--- config.mk ---
export PLATFORM = sky130hd
export DESIGN_NAME = fir_mac_sequencer
export DESIGN_NICKNAME = d
export VERILOG_FILES = /design/src/rtl/fir_mac_sequencer_pkg.sv /design/src/rtl/fir_mac_sequencer.sv
export SDC_FILE = /design/constraint.sdc
export NUM_CORES = 1
export LEC_CHECK = 0
export ABC_CLOCK_PERIOD_IN_PS = 49700
export CAP_MARGIN = 20
export CELL_PAD_IN_SITES_DETAIL_PLACEMENT = 2
export CELL_PAD_IN_SITES_GLOBAL_PLACEMENT = 2
export CORE_MARGIN = 2
export CORE_UTILIZATION = 40
export DETAILED_ROUTE_END_ITERATION = 7
export GPL_TIMING_DRIVEN = 0
export PLACE_DENSITY = 0.84
export REMOVE_ABC_BUFFERS = 1
export SKIP_CTS_REPAIR_TIMING = 1
export SLEW_MARGIN = 10
export SYNTH_ARGS = -nofsm -noshare
export SYNTH_HDL_FRONTEND = slang
export SYNTH_SLANG_ARGS = --single-unit
--- constraint.sdc ---
create_clock -name clk -period 49.7 [get_ports clk]
set_input_delay 9.94 -clock clk [delete_from_list [all_inputs] [get_ports clk]]
set_output_delay 9.94 -clock clk [all_outputs]
set_load 0.01 [all_outputs]
--- src/rtl/fir_mac_sequencer_pkg.sv ---
// Shared core constants for the FIR MAC sequencer: ALU opcodes/control codes
// as decoded by the execute-stage ALU, plus the sequencer FSM encoding.
package fir_mac_sequencer_pkg;

    localparam logic [4:0] ALU_OP_ADD      = 5'd0;
    localparam logic [4:0] ALU_OP_VMAC     = 5'd20;
    localparam logic [2:0] ALU_CTRL_NOJUMP = 3'd0;

    typedef enum logic [1:0] {
        ST_IDLE = 2'd0,
        ST_LOAD = 2'd1,
        ST_MAC  = 2'd2,
        ST_DONE = 2'd3
    } state_t;

endpackage

--- src/rtl/fir_mac_sequencer.sv ---
// Sequences the shared ALU through one FIR output: one VMAC per tap over a
// circular delay line and a coefficient bank, accumulating the ALU result.
module fir_mac_sequencer
    import fir_mac_sequencer_pkg::*;
#(
    parameter int TAPS   = 8,
    parameter int ADDR_W = $clog2(TAPS)
) (
    input  logic              clk,
    input  logic              reset,
    input  logic              start,
    input  logic [31:0]       sampleIn,
    input  logic              coeffWe,
    input  logic [ADDR_W-1:0] coeffAddr,
    input  logic [31:0]       coeffData,
    input  logic [31:0]       aluResult,
    output logic [31:0]       aluIn1,
    output logic [31:0]       aluIn2,
    output logic [31:0]       aluAccum,
    output logic [4:0]        aluOperation,
    output logic [2:0]        aluControl,
    output logic              busy,
    output logic              done,
    output logic [31:0]       result
);

    localparam logic [ADDR_W-1:0] K_LAST = ADDR_W'(TAPS - 1);

    state_t            state_q, state_d;
    logic [ADDR_W-1:0] head_q;
    logic [ADDR_W-1:0] k_q;
    logic [31:0]       acc_q;
    logic [31:0]       sample_q;
    logic [31:0]       result_q;
    logic [31:0]       delay_q [TAPS];
    logic [31:0]       coef_q  [TAPS];
    logic              in_mac;
    logic [ADDR_W-1:0] tap_idx;

    always_comb begin
        state_d = state_q;
        case (state_q)
            ST_IDLE: if (start) state_d = ST_LOAD;
            ST_LOAD: state_d = ST_MAC;
            ST_MAC:  if (k_q == K_LAST) state_d = ST_DONE;
            ST_DONE: state_d = ST_IDLE;
            default: state_d = ST_IDLE;
        endcase
    end

    // Newest sample sits at head, so tap k reads k positions behind it.
    assign tap_idx = head_q - k_q;
    assign in_mac  = (state_q == ST_MAC);

    assign aluIn1       = in_mac ? coef_q[k_q]      : 32'd0;
    assign aluIn2       = in_mac ? delay_q[tap_idx] : 32'd0;
    assign aluAccum     = in_mac ? acc_q            : 32'd0;
    assign aluOperation = in_mac ? ALU_OP_VMAC      : ALU_OP_ADD;
    assign aluControl   = ALU_CTRL_NOJUMP;
    assign busy         = (state_q != ST_IDLE);
    assign done         = (state_q == ST_DONE);
    assign result       = result_q;

    always_ff @(posedge clk or posedge reset) begin
        if (reset) begin
            state_q  <= ST_IDLE;
            head_q   <= '0;
            k_q      <= '0;
            acc_q    <= '0;
            sample_q <= '0;
            result_q <= '0;
            for (int i = 0; i < TAPS; i++) begin
                delay_q[i] <= '0;
                coef_q[i]  <= '0;
            end
        end else begin
            state_q <= state_d;
            case (state_q)
                ST_IDLE: begin
                    if (coeffWe) coef_q[coeffAddr] <= coeffData;
                    if (start)   sample_q <= sampleIn;
                end
                ST_LOAD: begin
                    delay_q[head_q] <= sample_q;
                    acc_q           <= '0;
                    k_q             <= '0;
                end
                ST_MAC: begin
                    acc_q <= aluResult;
                    k_q   <= k_q + 1'b1;
                    // Final tap: publish so result is already valid while done is high.
                    if (k_q == K_LAST) result_q <= aluResult;
                end
                ST_DONE: head_q <= head_q + 1'b1;
                default: ;
            endcase
        end
    end

endmodule

==> flow_metrics.env <==
export IMPL_clkSlewWorstSetupHoldPaths_ns=0.05
export IMPL_vias=16600
export IMPL_critPathRequiredTime_ns=39.76
export IMPL_root_buffer="clkbuf_16"
export IMPL_hold_path_class="reg -> reg"
export IMPL_r2r_end="coef_q[201]"
export IMPL_period_minus_slack_ns=14.54
export IMPL_power_w=0.00235
export IMPL_powerDensity_nw_per_um2=69.2
export IMPL_grt_max_degree=122
export IMPL_clk_latency_ns=0.62
export IMPL_layout_setup_ws_ns=35.16
export IMPL_drt_iter0_markers=773
export IMPL_cpMostUsedCell="buf_16"
export IMPL_fin_skew_ns=0.0248
export IMPL_grt_pass1_vias=19900
export IMPL_reg2regPathDepth=6
export IMPL_ys_ff_latch=616
export IMPL_critPathCapture="aluIn2[4]"
export IMPL_num_rows=96
export IMPL_ys_flop_type="dfrtp_1"
export IMPL_grt_usage_pct=23.2
export IMPL_leakage_nw=14.5
export IMPL_ant_nets=0
export IMPL_yosysSeqAreaShare_pct=55.8
export IMPL_initial_core_util_pct=40.3
export IMPL_nNetsFinal=2178
export IMPL_routed_wl_um=80300
export IMPL_final_cells=3005
export IMPL_ir_drop_uv=52.0
export IMPL_syn_inst=1833
export IMPL_synth_edf_count=0
export IMPL_hpwlAfterDp_um=50000
export IMPL_post_place_ws_ns=35.77
export IMPL_wl_per_cell_um=26.7
export IMPL_synth_distinct_cells=36
export IMPL_placed_cells=2873
export IMPL_clockBufferDepth=3
export IMPL_drt_first_pass_iters=4
export IMPL_cpPeakStageDelay_ns=1.08
export IMPL_setup_violations=0
export IMPL_io_buffers=234
export IMPL_ys_warnings_count=0
export IMPL_worst_setup_path_type="reg -> out"
export IMPL_drive_gt1_share_pct=41.8
export IMPL_fmax_mhz=68.8
export IMPL_worst_pin_slew_ns=0.812
export IMPL_drc=0
export IMPL_slew_headroom_pct=45.8
export IMPL_hold_viol_final=0
export IMPL_chipHeight_um=267
export IMPL_worstPathCellList="buf_16, inv_1, fa_4, buf_16, mux4_2, nand2_1, a21boi_0, clkdlybuf4s50_1"
export IMPL_slowest_stage="fa_4"
export IMPL_cp_start_kind="flip-flop"
export IMPL_worst_ep_arrival_time_ns=4.60
export IMPL_syn_area_per_cell_um2=15.1
export IMPL_cts_sinks=616
export IMPL_antenna_found_initial=6
export IMPL_crit_path_end_kind="output pin"
export IMPL_netlist_area_um2=27600
export IMPL_synthArstFlopShare_pct=100
export IMPL_cp_max_fo=46
export IMPL_grt_pass1_wl_um=125000
export IMPL_place_congestion=0.699
export IMPL_maxCapViolations=0
export IMPL_r2r_start="state_q[0]"
export IMPL_cp_startpoint="k_q[1]"
export IMPL_die_area_um2=71100
export IMPL_status="completed"
export IMPL_fill_cells=6175
export IMPL_r2r_slack_ns=46.93
export IMPL_final_max_slew_viol_count=0
export IMPL_cts_buffers=72
export IMPL_rsz0062_at_grt="no"
export IMPL_vias_per_cell=5.52
export IMPL_coreArea_um2=68500
export IMPL_totalNegativeSetupSlack_ns=0
export IMPL_io_pins=241
export IMPL_htreeDepth=3
export IMPL_syn_to_final_growth_pct=23.0
export IMPL_fp_dieW_um=267
export IMPL_fin_crit_sh_pct=29.3
export IMPL_cts_tree="done"
export IMPL_overflow=0
==> cells by family (layout without fill, tap and decap cells) <==
logic type / Yosys count / in the layout / synth area share [%]
fa+ha+maj: 10 / 10 / 0.480
buf+inv: 173 / 456 / 3.12
mux: 706 / 706 / 34.1
compound gates: 101 / 101 / 2.43
flops: 616 / 616 / 55.8
other cells: 1 / 8 / 0.0136
simple gates: 222 / 222 / 3.75
xor+xnor: 4 / 4 / 0.231
==> stage by stage <==
stage / utilization, % / hold WS, ns / cell area [um^2]
2_1_floorplan: - / 0.453 / 26900
3_3_place_gp: 44.4 / 0.462 / 30400
3_5_place_dp: 46.0 / 0.484 / 31500
4_1_cts: 49.6 / 0.502 / 33900
5_1_grt: 49.6 / 0.515 / 33900
6_report: 49.6 / 0.501 / 34000
==> power by group <==
part	switching (W)	internal, W
sequential	0.000170	0.000724
clock	0.000222	0.000328
combinational	0.000398	0.000507
==> state kept, by name, summed over array words and instances (netlist names) <==
signal	flops
delay_q	256
result	32
state_q	2
acc_q	32
sample_q	32
k_q	3
head_q	3
coef_q	256
==> cell usage in the layout, fill, tap and decap left out, types with 15 or more instances in the layout <==
cell               n
dfrtp_1          613
inv_1             40
a21boi_0          64
mux4_2           128
clkdlybuf4s50_1  234
o21ai_0           35
clkbuf_16         72
and2_1            32
mux2_2           559
buf_16            15
nand3_1           36
clkbuf_1          17
nand2_1          131
clkbuf_8          17
==> layer usage <==
| layer | share of wire [%] | GRT usage (%) | wire length (um) |
|---|---|---|---|
| met4 | 2.6 | 7.12 | 2110 |
| met1 | 40 | 27.7 | 31900 |
| met3 | 4.2 | 4.55 | 3370 |
| met5 | 0.075 | 0 | 60 |
| met2 | 53 | 42.2 | 42900 |
==> cell type report <==
type | count | area [um^2] | area share [%]
diodes | 2 | 5.00 | 0.0147
clock buffers | 106 | 2100 | 6.18
clock inverters | 24 | 367 | 1.08
inverters | 42 | 165 | 0.486
well taps | 882 | 1100 | 3.25
flip-flops and latches | 616 | 15400 | 45.4
multi-input cells | 1049 | 11500 | 33.8
repair buffers | 284 | 3320 | 9.79
==> worst min path at each step <==
stage | start | end | slack, ns | depth (start not counted)
2_1_floorplan | delay_q[170] | delay_q[170] | 0.45 | 1
4_1_cts | delay_q[50] | delay_q[50] | 0.50 | 1
5_1_grt | result[5] | result[5] | 0.51 | 1
6_report | coef_q[40] | coef_q[40] | 0.50 | 1
3_3_place_gp | delay_q[174] | delay_q[174] | 0.46 | 1
3_5_place_dp | delay_q[170] | delay_q[170] | 0.48 | 1
==> critical path: cells and delay by family, from the launching register on <==
kind            cells  cell delay, ns
mux                 1            0.26
fa+ha+maj           1            1.08
compound gates      1            0.40
buf+inv             4            1.40
flops               1            0.72
simple gates        1            0.07
==> cell usage after synthesis, types with 10 or more instances <==
master,count,area [um^2]
buf_4,23,173
buf_2,52,260
a21boi_0,64,480
o21ai_0,35,175
dfrtp_1,616,15400
nand3_1,36,180
nand2_1,133,499
and2_1,32,200
buf_1,10,37.5
mux2_4,10,150
mux2_2,559,6290
clkbuf_1,38,143
mux4_2,128,2880
inv_1,42,158
Power figures use the tool's default switching activity.
